==> src/rtl/decode_stage_p_if.sv <==
`default_nettype none
// ============================================================================
// Module      : decode_stage_p_if
// Description : F/D buffer to decode-stage handshake bundle. Carries the
//               fetched word, the Control_Unit fields decoded from it, and
//               the stall request returned to fetch.
//   in_valid  : instr holds a valid fetched word
//   instr     : {opcode, src, dst, shiftamount} or an immediate word
//   ctrl_mem  : MEM control (bit3 = memRead)
//   ctrl_ex   : EX control
//   ctrl_wb   : WB control (bit2 = regWrite)
//   ctrl_imm  : current opcode takes a second (immediate) word
//   stall_out : freeze PC and F/D buffer
//   Modports  : master = fetch side, slave = decode stage
// Revision    : 1.0 - initial release
// ============================================================================
interface decode_stage_p_if #(
    parameter int W   = 16,
    parameter int N   = 3,
    parameter int OPW = 6,
    parameter int SHW = 4,
    parameter int IW  = OPW + 2*N + SHW
);
    logic          in_valid;
    logic [IW-1:0] instr;
    logic [3:0]    ctrl_mem;
    logic [5:0]    ctrl_ex;
    logic [2:0]    ctrl_wb;
    logic          ctrl_imm;
    logic          stall_out;

    modport master (
        output in_valid, instr, ctrl_mem, ctrl_ex, ctrl_wb, ctrl_imm,
        input  stall_out
    );

    modport slave (
        input  in_valid, instr, ctrl_mem, ctrl_ex, ctrl_wb, ctrl_imm,
        output stall_out
    );
endinterface
`default_nettype wire

==> src/rtl/decode_stage_p.sv <==
`default_nettype none
// ============================================================================
// Module      : decode_stage_p
// Description : Pipeline decode stage: register file, load-use hazard
//               detection, two-word (immediate) instruction sequencing and
//               the D/E pipeline register.
//   clk, rst        : clock, synchronous active-high reset
//   fd              : F/D handshake bundle (slave modport)
//   flush_in        : branch/jump flush from Execute
//   wb_we/addr/data : register file write-back port
//   de_*            : registered D/E entry consumed by Execute
// Optional feature: define DECODE_WB_BYPASS_EN to make a same-cycle
//   write-back visible to the operand reads (write-through bypass).
// Revision    : 1.0 - initial release
// ============================================================================
module decode_stage_p #(
    parameter int W   = 16,
    parameter int N   = 3,
    parameter int OPW = 6,
    parameter int SHW = 4,
    parameter int IW  = OPW + 2*N + SHW
) (
    input  wire logic           clk,
    input  wire logic           rst,
    decode_stage_p_if.slave     fd,
    input  wire logic           flush_in,
    input  wire logic           wb_we,
    input  wire logic [N-1:0]   wb_addr,
    input  wire logic [W-1:0]   wb_data,
    output logic                de_valid,
    output logic [3:0]          de_mem,
    output logic [5:0]          de_ex,
    output logic [2:0]          de_wb,
    output logic [W-1:0]        de_rsrc,
    output logic [W-1:0]        de_rdst,
    output logic [N-1:0]        de_src,
    output logic [N-1:0]        de_dst,
    output logic [SHW-1:0]      de_sham,
    output logic [W-1:0]        de_imm
);

    localparam int NREG = 1 << N;

    if (IW > W) begin : g_bad_iw
        $error("decode_stage_p: IW must not exceed W");
    end

    typedef enum logic [0:0] {
        S_DEC = 1'b0,
        S_IMM = 1'b1
    } state_t;

    state_t         r_state;
    state_t         w_state_nxt;

    logic [W-1:0]   r_regs [NREG];

    // First word of a two-word instruction. The opcode itself is not kept:
    // its only consumer is Control_Unit, whose decoded fields are held here.
    logic [3:0]     r_hold_mem;
    logic [5:0]     r_hold_ex;
    logic [2:0]     r_hold_wb;
    logic [N-1:0]   r_hold_src;
    logic [N-1:0]   r_hold_dst;
    logic [SHW-1:0] r_hold_sham;

    logic [N-1:0]   w_live_src;
    logic [N-1:0]   w_live_dst;
    logic [SHW-1:0] w_live_sham;

    logic [N-1:0]   w_src_a;
    logic [N-1:0]   w_dst_a;
    logic [W-1:0]   w_rsrc;
    logic [W-1:0]   w_rdst;
    logic           w_hz;

    logic           w_load_entry;
    logic           w_capture;
    logic           w_stall;

    assign w_live_src  = fd.instr[2*N+SHW-1 -: N];
    assign w_live_dst  = fd.instr[N+SHW-1 -: N];
    assign w_live_sham = fd.instr[SHW-1:0];

    // In S_IMM the live word is an immediate, so addresses come from hold.
    assign w_src_a = (r_state == S_IMM) ? r_hold_src : w_live_src;
    assign w_dst_a = (r_state == S_IMM) ? r_hold_dst : w_live_dst;

`ifdef DECODE_WB_BYPASS_EN
    assign w_rsrc = (wb_we && (wb_addr == w_src_a)) ? wb_data : r_regs[w_src_a];
    assign w_rdst = (wb_we && (wb_addr == w_dst_a)) ? wb_data : r_regs[w_dst_a];
`else
    assign w_rsrc = r_regs[w_src_a];
    assign w_rdst = r_regs[w_dst_a];
`endif

    // Load in D/E whose result is needed by the instruction being decoded.
    assign w_hz = de_valid & de_mem[3] & de_wb[2] &
                  ((de_dst == w_src_a) | (de_dst == w_dst_a));

    // ------------------------------------------------------------------
    // FSM next state and load decisions
    // ------------------------------------------------------------------
    always_comb begin
        w_state_nxt  = r_state;
        w_load_entry = 1'b0;
        w_capture    = 1'b0;
        w_stall      = 1'b0;
        if (flush_in) begin
            w_state_nxt = S_DEC;
        end else if (fd.in_valid) begin
            if (w_hz) begin
                w_stall = 1'b1;
            end else if (r_state == S_DEC) begin
                if (fd.ctrl_imm) begin
                    w_capture   = 1'b1;
                    w_state_nxt = S_IMM;
                end else begin
                    w_load_entry = 1'b1;
                end
            end else begin
                w_load_entry = 1'b1;
                w_state_nxt  = S_DEC;
            end
        end
    end

    assign fd.stall_out = w_stall & ~rst;

    // ------------------------------------------------------------------
    // FSM state and hold register
    // ------------------------------------------------------------------
    always_ff @(posedge clk) begin
        if (rst) begin
            r_state     <= S_DEC;
            r_hold_mem  <= '0;
            r_hold_ex   <= '0;
            r_hold_wb   <= '0;
            r_hold_src  <= '0;
            r_hold_dst  <= '0;
            r_hold_sham <= '0;
        end else begin
            r_state <= w_state_nxt;
            if (flush_in) begin
                r_hold_mem  <= '0;
                r_hold_ex   <= '0;
                r_hold_wb   <= '0;
                r_hold_src  <= '0;
                r_hold_dst  <= '0;
                r_hold_sham <= '0;
            end else if (w_capture) begin
                r_hold_mem  <= fd.ctrl_mem;
                r_hold_ex   <= fd.ctrl_ex;
                r_hold_wb   <= fd.ctrl_wb;
                r_hold_src  <= w_live_src;
                r_hold_dst  <= w_live_dst;
                r_hold_sham <= w_live_sham;
            end
        end
    end

    // ------------------------------------------------------------------
    // Register file: write-back always commits, independent of stall/flush
    // ------------------------------------------------------------------
    always_ff @(posedge clk) begin
        if (rst) begin
            for (int i = 0; i < NREG; i++) begin
                r_regs[i] <= '0;
            end
        end else if (wb_we) begin
            r_regs[wb_addr] <= wb_data;
        end
    end

    // ------------------------------------------------------------------
    // D/E pipeline register: anything other than an entry load is a bubble
    // ------------------------------------------------------------------
    always_ff @(posedge clk) begin
        if (rst || !w_load_entry) begin
            de_valid <= 1'b0;
            de_mem   <= '0;
            de_ex    <= '0;
            de_wb    <= '0;
            de_rsrc  <= '0;
            de_rdst  <= '0;
            de_src   <= '0;
            de_dst   <= '0;
            de_sham  <= '0;
            de_imm   <= '0;
        end else begin
            de_valid <= 1'b1;
            de_rsrc  <= w_rsrc;
            de_rdst  <= w_rdst;
            de_src   <= w_src_a;
            de_dst   <= w_dst_a;
            if (r_state == S_IMM) begin
                de_mem  <= r_hold_mem;
                de_ex   <= r_hold_ex;
                de_wb   <= r_hold_wb;
                de_sham <= r_hold_sham;
                de_imm  <= W'(fd.instr);
            end else begin
                de_mem  <= fd.ctrl_mem;
                de_ex   <= fd.ctrl_ex;
                de_wb   <= fd.ctrl_wb;
                de_sham <= w_live_sham;
                de_imm  <= '0;
            end
        end
    end

endmodule
`default_nettype wire

==> src/flat_wrapper.sv <==
// flat-port wrapper written by rule: the top's interface ports become plain ports
module decode_stage_p_flat 
#(
    parameter int W   = 16,
    parameter int N   = 3,
    parameter int OPW = 6,
    parameter int SHW = 4,
    parameter int IW  = OPW + 2*N + SHW
)
  (clk, rst, flush_in, wb_we, wb_addr, wb_data, de_valid, de_mem, de_ex, de_wb, de_rsrc, de_rdst, de_src, de_dst, de_sham, de_imm, fd_in_valid, fd_instr, fd_ctrl_mem, fd_ctrl_ex, fd_ctrl_wb, fd_ctrl_imm, fd_stall_out);
  decode_stage_p_if #(.W(W), .N(N), .OPW(OPW), .SHW(SHW), .IW(IW)) fd_i ();
  input  wire logic clk;
  input  wire logic rst;
  input  wire logic flush_in;
  input  wire logic wb_we;
  input  wire logic [N-1:0] wb_addr;
  input  wire logic [W-1:0] wb_data;
  output logic de_valid;
  output logic [3:0] de_mem;
  output logic [5:0] de_ex;
  output logic [2:0] de_wb;
  output logic [W-1:0] de_rsrc;
  output logic [W-1:0] de_rdst;
  output logic [N-1:0] de_src;
  output logic [N-1:0] de_dst;
  output logic [SHW-1:0] de_sham;
  output logic [W-1:0] de_imm;
  input wire logic [$bits(fd_i.in_valid)-1:0] fd_in_valid;
  input wire logic [$bits(fd_i.instr)-1:0] fd_instr;
  input wire logic [$bits(fd_i.ctrl_mem)-1:0] fd_ctrl_mem;
  input wire logic [$bits(fd_i.ctrl_ex)-1:0] fd_ctrl_ex;
  input wire logic [$bits(fd_i.ctrl_wb)-1:0] fd_ctrl_wb;
  input wire logic [$bits(fd_i.ctrl_imm)-1:0] fd_ctrl_imm;
  output wire logic [$bits(fd_i.stall_out)-1:0] fd_stall_out;
  assign fd_i.in_valid = fd_in_valid;
  assign fd_i.instr = fd_instr;
  assign fd_i.ctrl_mem = fd_ctrl_mem;
  assign fd_i.ctrl_ex = fd_ctrl_ex;
  assign fd_i.ctrl_wb = fd_ctrl_wb;
  assign fd_i.ctrl_imm = fd_ctrl_imm;
  assign fd_stall_out = fd_i.stall_out;
  decode_stage_p #(.W(W), .N(N), .OPW(OPW), .SHW(SHW), .IW(IW)) u_core (.clk(clk), .rst(rst), .fd(fd_i), .flush_in(flush_in), .wb_we(wb_we), .wb_addr(wb_addr), .wb_data(wb_data), .de_valid(de_valid), .de_mem(de_mem), .de_ex(de_ex), .de_wb(de_wb), .de_rsrc(de_rsrc), .de_rdst(de_rdst), .de_src(de_src), .de_dst(de_dst), .de_sham(de_sham), .de_imm(de_imm));
endmodule
==> config.mk <==
export PLATFORM = sky130hd
export DESIGN_NAME = decode_stage_p_flat
export DESIGN_NICKNAME = d
export VERILOG_FILES = /design/src/rtl/decode_stage_p_if.sv /design/src/rtl/decode_stage_p.sv /design/src/flat_wrapper.sv
export SDC_FILE = /design/constraint.sdc
export NUM_CORES = 1
export LEC_CHECK = 0
export ABC_AREA = 1
export CAP_MARGIN = 5
export CORE_ASPECT_RATIO = 1.75
export CORE_UTILIZATION = 50
export CTS_BUF_LIST = sky130_fd_sc_hd__clkbuf_16
export DETAILED_ROUTE_END_ITERATION = 6
export PLACE_DENSITY = 0.8
export REMOVE_ABC_BUFFERS = 1
export SLEW_MARGIN = 20
export SYNTH_ARGS = -nofsm -noshare
export SYNTH_HDL_FRONTEND = slang
export SYNTH_SLANG_ARGS = --single-unit
export TNS_END_PERCENT = 20
==> constraint.sdc <==
create_clock -name clk -period 2.7 [get_ports clk]
set_input_delay 0.54 -clock clk [delete_from_list [all_inputs] [get_ports clk]]
set_output_delay 0.54 -clock clk [all_outputs]
set_load 0.02 [all_outputs]
Word level (Yosys, flattened, before mapping):

Memories as Yosys holds them, arrays and structs flattened. A register that Yosys moved wholly into a read port is not among the register bits.
Index checks and enable logic that the tools add are counted.

* eq/ne operators: 2
* bitwise logic cells: 8
* mux-type cells: 28
* reduce and logical (&&, ||, !) cells: 6

Operators by type and width (count)
* 1-bit two-way mux: 20
* 16-bit two-way mux: 1
* 16-bit OR reduction: 1
* 3-bit two-way mux: 4
* 4-bit two-way mux: 2
* 3-bit == test: 2
* 6-bit two-way mux: 1
* 1-bit bitwise AND: 4
* 2-bit OR reduction: 2
* 1-bit NOT: 3
* 2-bit AND reduction: 1
* 1-bit zero test: 1
* 1-bit logical OR: 1
* 1-bit bitwise OR: 1

* bits in writable memories: 128
* register bits after elaboration: 64
* logic and storage cells: 60
* memories: 1
* input bits: 54
* output and inout bits: 73

Memories
* u_core.r_regs: depth 8, width 16, read ports 2, clocked after memory_dff 2, write ports 8, RTL line decode_stage_p.sv:56 `logic [W-1:0] r_regs [NREG];`

Logic depth before layout (Yosys ltp):

Gate-level depths: netlist (run 1).

* word-level depth: 10
* mapped depth: 15

Worst setup path before layout (run 1):

No wires, ideal clock.

* kind: in2reg
* start point: input rst
* end point: memory u_core.r_regs[0][0], enable pin
* setup slack: 0.655 ns
* cell stages on the path: 6
* required time: 2.335 ns
* path buffers: 1
* setup time: 0.365 ns
* arrival: 1.681 ns
* path through: clkinv_1 -> nand2_1 -> nor2_1 -> nand2_1 -> clkbuf_1 -> nand2_1

RTL lines
* from (decl): RTL line flat_wrapper.sv:13 `input wire logic rst;`
* to (decl): RTL line decode_stage_p.sv:56

Worst setup path after layout (run 1):

* start point: input fd_instr[7]
* end point: output fd_stall_out

* longest elaborated chain between the ends: 8

Ends and longest elaborated chain
* from (decl): RTL line flat_wrapper.sv:29 `input wire logic [$bits(fd_i.instr)-1:0] fd_instr;`
* 3-bit two-way mux: RTL line decode_stage_p.sv:86 `assign w_src_a = (r_state == S_IMM) ? r_hold_src : w_live_src;`
* 3-bit == test: RTL line decode_stage_p.sv:99 `((de_dst == w_src_a) | (de_dst == w_dst_a));`
* 1-bit bitwise OR: RTL line decode_stage_p.sv:99
* 1-bit bitwise AND: RTL line decode_stage_p.sv:98 `assign w_hz = de_valid & de_mem[3] & de_wb[2] &`
* 1-bit two-way mux: RTL line decode_stage_p.sv:112 `if (w_hz) begin`
* 1-bit two-way mux: RTL line decode_stage_p.sv:111 `end else if (fd.in_valid) begin`
* 1-bit two-way mux: RTL line decode_stage_p.sv:109 `if (flush_in) begin`
* 1-bit bitwise AND: RTL line decode_stage_p.sv:128 `assign fd.stall_out = w_stall & ~rst;`
* to (decl): RTL line flat_wrapper.sv:34 `output wire logic [$bits(fd_i.stall_out)-1:0] fd_stall_out;`

Every way passes these cells.

==> results of run 1 <==
==> cell families after synthesis <==
| group | count (synthesis) |
|---|---|
| and+or+nand+nor | 548 |
| AOI/OAI and AO/OA | 274 |
| DFF | 224 |
| buffers and inverters | 208 |
==> state kept, by name, indices dropped and copies added (netlist names) <==
| name | cells |
|---|---|
| u_core.de_mem | 4 |
| u_core.r_state | 1 |
| u_core.de_imm | 16 |
| u_core.de_rsrc | 16 |
| u_core.de_valid | 1 |
| u_core.r_hold_sham | 4 |
| u_core.r_hold_dst | 3 |
| u_core.r_hold_wb | 3 |
| u_core.de_dst | 3 |
| u_core.r_regs | 128 |
| u_core.r_hold_mem | 4 |
| u_core.de_src | 3 |
| u_core.r_hold_src | 3 |
| u_core.de_rdst | 16 |
| u_core.de_ex | 6 |
| u_core.de_wb | 3 |
| u_core.r_hold_ex | 6 |
| u_core.de_sham | 4 |
==> worst max-delay path by stage <==
stage	depth (start not counted)	from	end	slack, ns
after detailed placement	12	fd_instr[7]	u_core.de_rsrc[2]	-0.09
after floorplan	11	u_core.r_state	u_core.de_valid	-1.25
final	10	fd_instr[7]	fd_stall_out	0.19
after CTS	10	u_core.r_state	fd_stall_out	0.19
after global placement	10	fd_instr[7]	fd_stall_out	-0.07
after global routing	11	fd_instr[5]	fd_stall_out	0.05
==> cell usage in the layout (no fill, tap or decap), drive strengths merged <==
| cell type | count |
|---|---|
| a21oi | 65 |
| buf | 57 |
| clkdlybuf4s50 | 125 |
| nor2 | 317 |
| clkinvlp | 4 |
| dlygate4sd2 | 1 |
| nand4 | 1 |
| clkbuf | 21 |
| inv | 140 |
| bufinv | 2 |
| edfxtp | 128 |
| dfxtp | 96 |
| nand2 | 220 |
| o21ai | 209 |
| clkinv | 8 |
| and3 | 1 |
| nand3 | 9 |
==> final cells by class <==
class | count | share of cell area, %
Tap cell | 245 | 2.44
Clock inverter | 16 | 1.10
Multi-Input combinational cell | 822 | 28.2
Clock buffer | 21 | 4.18
Timing Repair Buffer | 183 | 14.0
Sequential cell | 224 | 45.9
Inverter | 138 | 4.14
==> metrics by stage <==
stage | total power [mW] | setup TNS, ns | cells | hold slack [ns]
after floorplan | 4.41 | -104.17 | 1184 | 0.494
after global placement | 4.79 | -0.258 | 1612 | 0.503
after detailed placement | 4.82 | -0.580 | 1612 | 0.512
after CTS | 7.69 | 0 | 1649 | 0.524
after global routing | 7.94 | 0 | 1649 | 0.561
final | 7.65 | 0 | 1649 | 0.522
==> timing repair <==
action	in CTS	in global routing
endpoints found under the hold margin	0	0
setup endpoints to repair	1	0
resized for setup	3	0
hold buffers	0	0
==> worst reg2reg max path: stages (launching register included) <==
cell and delay (ns):
dfxtp_4 0.40, inv_4 0.14, nand2_2 0.09, nand2_4 0.07
buf_4 0.57, buf_4 0.42, a21oi_1 0.11, o21ai_0 0.08
o21ai_0 0.11, nand2_1 0.07, nand2_1 0.05, inv_1 0.08
nor2_4 0.04
==> Yosys cell counts (all sizes together) <==
master / count
nand3: 9
clkinv: 2
nand4: 1
nor2: 317
and3: 1
o21ai: 209
inv: 136
clkbuf: 42
buf: 28
nand2: 220
dfxtp: 96
edfxtp: 128
a21oi: 65
==> metal layers <==
layer | track usage, % | wire length, microns | part of all wire, %
met5 | 0 | 0 | 0
met4 | 17.0 | 1570 | 5.7
met3 | 4.07 | 2120 | 7.8
met2 | 47.6 | 13900 | 51
met1 | 28.8 | 9650 | 35
==> power groups by stage <==
stage / Combinational [mW] / Sequential, mW / Clock [mW]
final: 0.940 / 3.82 / 2.89
after global routing: 1.04 / 3.83 / 3.07
after CTS: 0.934 / 3.82 / 2.94
after detailed placement: 0.925 / 3.89 / 0
after global placement: 0.903 / 3.88 / 0
after floorplan: 0.509 / 3.90 / 0
==> summary.md, run 1 <==
| Metric | Value |
|---|---|
| Clk sinks | `between 200 and 250` |
| Worst slew margin | `35.0%` |
| Register bit total from synthesis | `224` |
| DRC | `0` |
| Clock buffer depth | `3` |
| Status | `completed` |
| Synth cell types | `23` |
| Worst path required time | `2.16 ns` |
| Share of the synthesized area in the top cell type | `37.7%` |
| CP max stage delay | `~0.53 ns` |
| Routed WL | `27300 microns` |
| First-pass GRT wire length | `42900 microns` |
| Core Util, Final | `63.4%` |
| Synth Warn # | `0` |
| Simple-gate area share of the yosys netlist | `21.4%` |
| # nets final | `1444` |
| Worst Clk Skew | `just over 0.008 ns` |
| CP Capture Type | `primary output` |
| WL/cell | `16.5 microns` |
| Period utilization | `93.0%` |
| R2R depth | `12` |
| Most used cell along the critical path | `nand2_1` |
| Final HPWL DP | `17400 microns` |
| Routability cong. | `0.883` |
| H-Tree Depth | `1` |
| Placed Area | `roughly 12000 sq um` |
| Hold path cells | `4` |
| Multi-input gate area | `~3600 sq um` |
| Seq/Total Area, Yosys | `56.6%` |
| Crit-path slowest cell | `clkdlybuf4s50_1` |
| Mux cell area share after synthesis | `0%` |
| WHS Endpoint | `u_core.r_hold_src[1]` |
| Leakage | `5.32 nW` |
| DIE AREA | `21000 sq um` |
| CTS clk-pin slew, worst paths | `0.07 ns` |
| Via density | `about 5.4` |
| P_int | `5.72 mW` |
| Total core area | `19800 sq um` |
| Final Cell Area | `12600 sq um` |
| CP Launch Type | `input port` |
| Hold path startpoint | `u_core.r_hold_src[1]` |
| Register Area | `about 5800 sq um` |
| Combinational fraction of design power | `12.3%` |
| Total of max-cap violations | `0` |
| Rows | `a little under 70` |
| Initial antenna violation count | `0` |
| Proportion of layout cells with a drive suffix above 1 | `7.83%` |
| Num CTS Buffers | `21` |
| Final worst path period need | `2.51 ns` |
| Placement Setup Slack | `-0.0936 ns` |
| Largest family of logic cells by synthesized area | `simple AND/OR/NAND/NOR gates` |
| Compound-Gate Fraction of Synth Area | `a little over an eighth` |
| Post-Synth Adder-Cell Area | `0%` |
| Total global-route track usage | `26.7%` |
| Ant. Diodes | `0` |
| Worst VDD drop | `0.776 mV` |
| Remaining antenna violation count | `0` |
| Xor and xnor area share after synthesis | `0%` |
| Critical Path AT | `1.97 ns` |
| Num ports | `127` |
| Width of the die | `about 110 microns` |
| Unrepaired setup endpoints after global routing | `no` |
| Chip height | `between 150 and 200 microns` |
| Vias in the first global route | `8657` |
| Max-slew violations | `0` |
| Fmax | `0.398 GHz` |
| Count of input and output buffers | `126` |
| Largest net degree at the start of global routing | `97` |
| Area leader, netlist | `edfxtp_1` |
| CP Class | `in2out` |
| Worst-path fanout max | `2` |
| Final hold violation count | `0` |
| Clock power share | `37.8%` |
| Cell Chain, Critical Path | `clkdlybuf4s50_1, nand2_2, nand2_4, nand2_1, nand2_1, nand3_1, nand2_1, nand2_2, nor2_1, dlygate4sd2_1` |
| Largest cells by area after synthesis | `edfxtp_1, dfxtp_1, nor2_1` |
| Fillers | `1637` |
| Buf/Inv on CP | `2` |
| Later-pin clock latency in the skew report | `0.50 ns` |
| R2r endpoint | `u_core.de_rsrc[2]` |
| P per Cell Area | `609 nW/um^2` |
| Reg-to-reg critical path startpoint | `u_core.r_state` |
| Vias | `8957` |
| Initial Utilization | `about half` |
| Synthesized area | `10200 sq um` |
| Root buffer cell | `clkbuf_16` |
| Setup WS post-layout | `about 0.19 ns` |
| GRT overflow | `0` |
| Worst hold path type | `reg2reg` |
| Area added between synthesis and finish | `23.4%` |
| Switching power | `1.94 mW` |
| Worst-margin pin slew | `0.974 ns` |
| Mean Syn Cell Area | `approximately 8 sq um` |
| CTS tree | `built` |
| Top Family by Delay on Critical Path | `buffers and inverters` |
| Sequential Power Share | `approximately 50%` |
| Cells after synthesis | `1254` |
| Switching fraction of total power | `25.3%` |
| Total iterations of the first detailed-routing run | `6` |
| # Post-CTS Setup Buffers | `0` |
| Final setup fails | `0` |
| Initial drt markers | `roughly 840` |
| Reg2Reg Setup Slack | `0.38 ns` |
Power figures use the tool's default switching activity.
==> run 2: changes to the inputs <==
--- a/config.mk
+++ b/config.mk
@@ -6,7 +6,6 @@
 export NUM_CORES = 1
 export LEC_CHECK = 0
 export ABC_AREA = 1
-export CAP_MARGIN = 5
 export CORE_ASPECT_RATIO = 1.75
 export CORE_UTILIZATION = 50
 export CTS_BUF_LIST = sky130_fd_sc_hd__clkbuf_16
==> constraint.sdc (replaced) <==
create_clock -name clk -period 2.7 [get_ports clk]
set_input_delay 0.54 -clock clk [delete_from_list [all_inputs] [get_ports clk]]
set_output_delay 0.54 -clock clk [all_outputs]
set_load 0.05 [all_outputs]
==> summary.md, run 2 (same netlist as run 1, synthesis figures left out) <==
| Metric | Value |
|---|---|
| CTS clk-pin slew, worst paths | `0.06 ns (about the same)` |
| Max reg flops | `128 (unchanged)` |
| Via density | `5.45 (+0.29%)` |
| Reg-to-reg critical path startpoint | `u_core.r_state` |
| Total core area | `19800 sq um (unchanged)` |
| Vias | `8945 (-0.13%)` |
| Period utilization | `94.6% (+1.6 points)` |
| CP Launch Type | `input port` |
| H-Tree Depth | `1 (unchanged)` |
| DIE AREA | `21000 sq um (unchanged)` |
| Num CTS Buffers | `20 (-4.8%)` |
| Finished Layout Cells | `1642 (-0.42%)` |
| Worst Clk Skew | `0.0188 ns (+0.0106 ns)` |
| Cts hold-fix bufs | `0 (unchanged)` |
| Width of the die | `110 microns (unchanged)` |
| Initial drt markers | `1084 (+29%)` |
| Total of max-cap violations | `0 (unchanged)` |
| P per Cell Area | `606 nW/um^2 (-0.36%)` |
| Leakage | `5.30 nW (-0.28%)` |
| Total iterations of the first detailed-routing run | `5 (-1)` |
| Worst slew margin | `63.3% (+28 points)` |
| Routed WL | `26400 microns (-3.2%)` |
| Clock buffer depth | `3 (unchanged)` |
| Worst VDD drop | `0.574 mV (-26%)` |
| # Post-CTS Setup Buffers | `0 (unchanged)` |
| CTS tree | `built` |
| Commonest cells after routing, fill and taps aside | `nor2_1, nand2_1, o21ai_0, inv_1, edfxtp_1` |
| Max-slew violations | `0 (unchanged)` |
| Reg2Reg Setup Slack | `0.64 ns (+0.26 ns)` |
| Final hold violation count | `0 (unchanged)` |
| Biggest register | `u_core.r_regs` |
| Critical Path AT | `2.01 ns (+0.04 ns)` |
| Final HPWL DP | `16800 microns (-3.3%)` |
| WHS Endpoint | `u_core.r_hold_src[2]` |
| Final worst path period need | `2.55 ns (+0.0424 ns)` |
| Remaining antenna violation count | `0 (unchanged)` |
| Ant. Diodes | `0 (unchanged)` |
| Vias in the first global route | `8314 (-4.0%)` |
| WL/cell | `16.1 microns (-2.8%)` |
| Final Cell Area | `12500 sq um (-0.40%)` |
| Worst path required time | `2.16 ns (about the same)` |
| First-pass GRT wire length | `40700 microns (-5.0%)` |
| DRC | `0 (unchanged)` |
| R2R depth | `12 (unchanged)` |
| Chip height | `191 microns (unchanged)` |
| Largest net degree at the start of global routing | `97 (unchanged)` |
| Rows | `68 (unchanged)` |
| Post-cts sizing count | `1 (-2)` |
| Fmax | `0.392 GHz (-1.7%)` |
| R2r endpoint | `u_core.de_imm[1]` |
| Num ports | `127 (unchanged)` |
| Hold path startpoint | `u_core.r_hold_src[2]` |
| Total global-route track usage | `25.4% (-1.4 points)` |
| Worst-path fanout max | `4 (+2)` |
| CP Class | `in2out` |
| CP Capture Type | `primary output` |
| Later-pin clock latency in the skew report | `0.50 ns (about the same)` |
| Initial antenna violation count | `0 (unchanged)` |
| Proportion of layout cells with a drive suffix above 1 | `7.23% (-0.60 points)` |
| Power after layout | `7.60 mW (-0.75%)` |
| Initial Utilization | `51.4% (unchanged)` |
| Placed Area | `11900 sq um (-0.19%)` |
| Commonest non-fill, non-tap cell in the layout | `nor2_1` |
| GRT overflow | `0 (unchanged)` |
| Placed Cells | `1606 (-0.37%)` |
| Unrepaired setup endpoints after global routing | `no` |
| Clk sinks | `224 (unchanged)` |
| Root buffer cell | `clkbuf_16` |
| Final setup fails | `0 (unchanged)` |
| Count of input and output buffers | `126 (unchanged)` |
| Hold path cells | `4 (unchanged)` |
| Worst-margin pin slew | `0.549 ns (-0.425 ns)` |
| Routability cong. | `0.910 (+3.1%)` |
| Area added between synthesis and finish | `23.0%` |
| Status | `completed` |
| Worst hold path type | `reg2reg` |
| # nets final | `1437 (-0.48%)` |
==> run 2: cell count changes in the layout (fill, tap and decap cells not counted), sizes merged <==
| cell | delta |
|---|---|
| buf | -5 |
| dlygate4sd2 | -1 |
| clkinvlp | -3 |
| inv | +2 |
==> run 2: layout make-up <==
cell class                 instances  area [sq um]
fill                            1587          7300
clock inverter                    15           113
clock buffer                      21           526
multi-input combinational        822          3550
timing repair buffer             177          1740
tap                              245           307
sequential                       224          5770
inverter                         138           520
==> run 2: worst max-delay path, stage by stage <==
cell	delay (ns)
clkdlybuf4s50_1	0.52
nand2_1	0.10
nand2_1	0.12
nand2_1	0.07
nand2_1	0.06
nand3_1	0.07
nand2_1	0.11
nand2_2	0.09
nor2_1	0.18
buf_12	0.16
==> run 2: where the power goes <==
group | internal [mW] | total [mW] | switching (mW)
combinational | 0.337 | 0.976 | 0.639
sequential | 3.76 | 3.82 | 0.0617
clock | 1.59 | 2.80 | 1.21
==> run 2: worst max-delay path by stage <==
stage | start | endpoint | slack [ns] | cells past startpoint
after floorplan | u_core.r_state | fd_stall_out | -1.38 | 8
after global placement | fd_instr[7] | fd_stall_out | 0.19 | 10
after detailed placement | fd_instr[7] | fd_stall_out | 0.20 | 10
after CTS | u_core.r_state | fd_stall_out | 0.15 | 9
after global routing | u_core.r_state | fd_stall_out | 0.02 | 9
final | fd_instr[8] | fd_stall_out | 0.15 | 10
==> run 2: stage by stage <==
stage	setup WS [ns]	hold slack, ns	setup TNS, ns	utilization [%]
after floorplan	-1.38	0.494	-104.54	-
after global placement	0.193	0.501	0	60.0
after detailed placement	0.205	0.513	0	60.0
after CTS	0.146	0.525	0	63.2
after global routing	0.0217	0.556	0	63.2
final	0.146	0.523	0	63.2
==> run 2: routing by layer <==
metal  share of wire (%)  up-vias  global-route usage (%)  wire length, microns
li1                    -     4265                       -                     -
met1                  36     4074                    29.1                  9410
met2                  51      494                    44.4                 13400
met3                 8.6      112                    3.08                  2270
met4                 5.1        0                    14.8                  1350
met5                   0        -                       0                     0
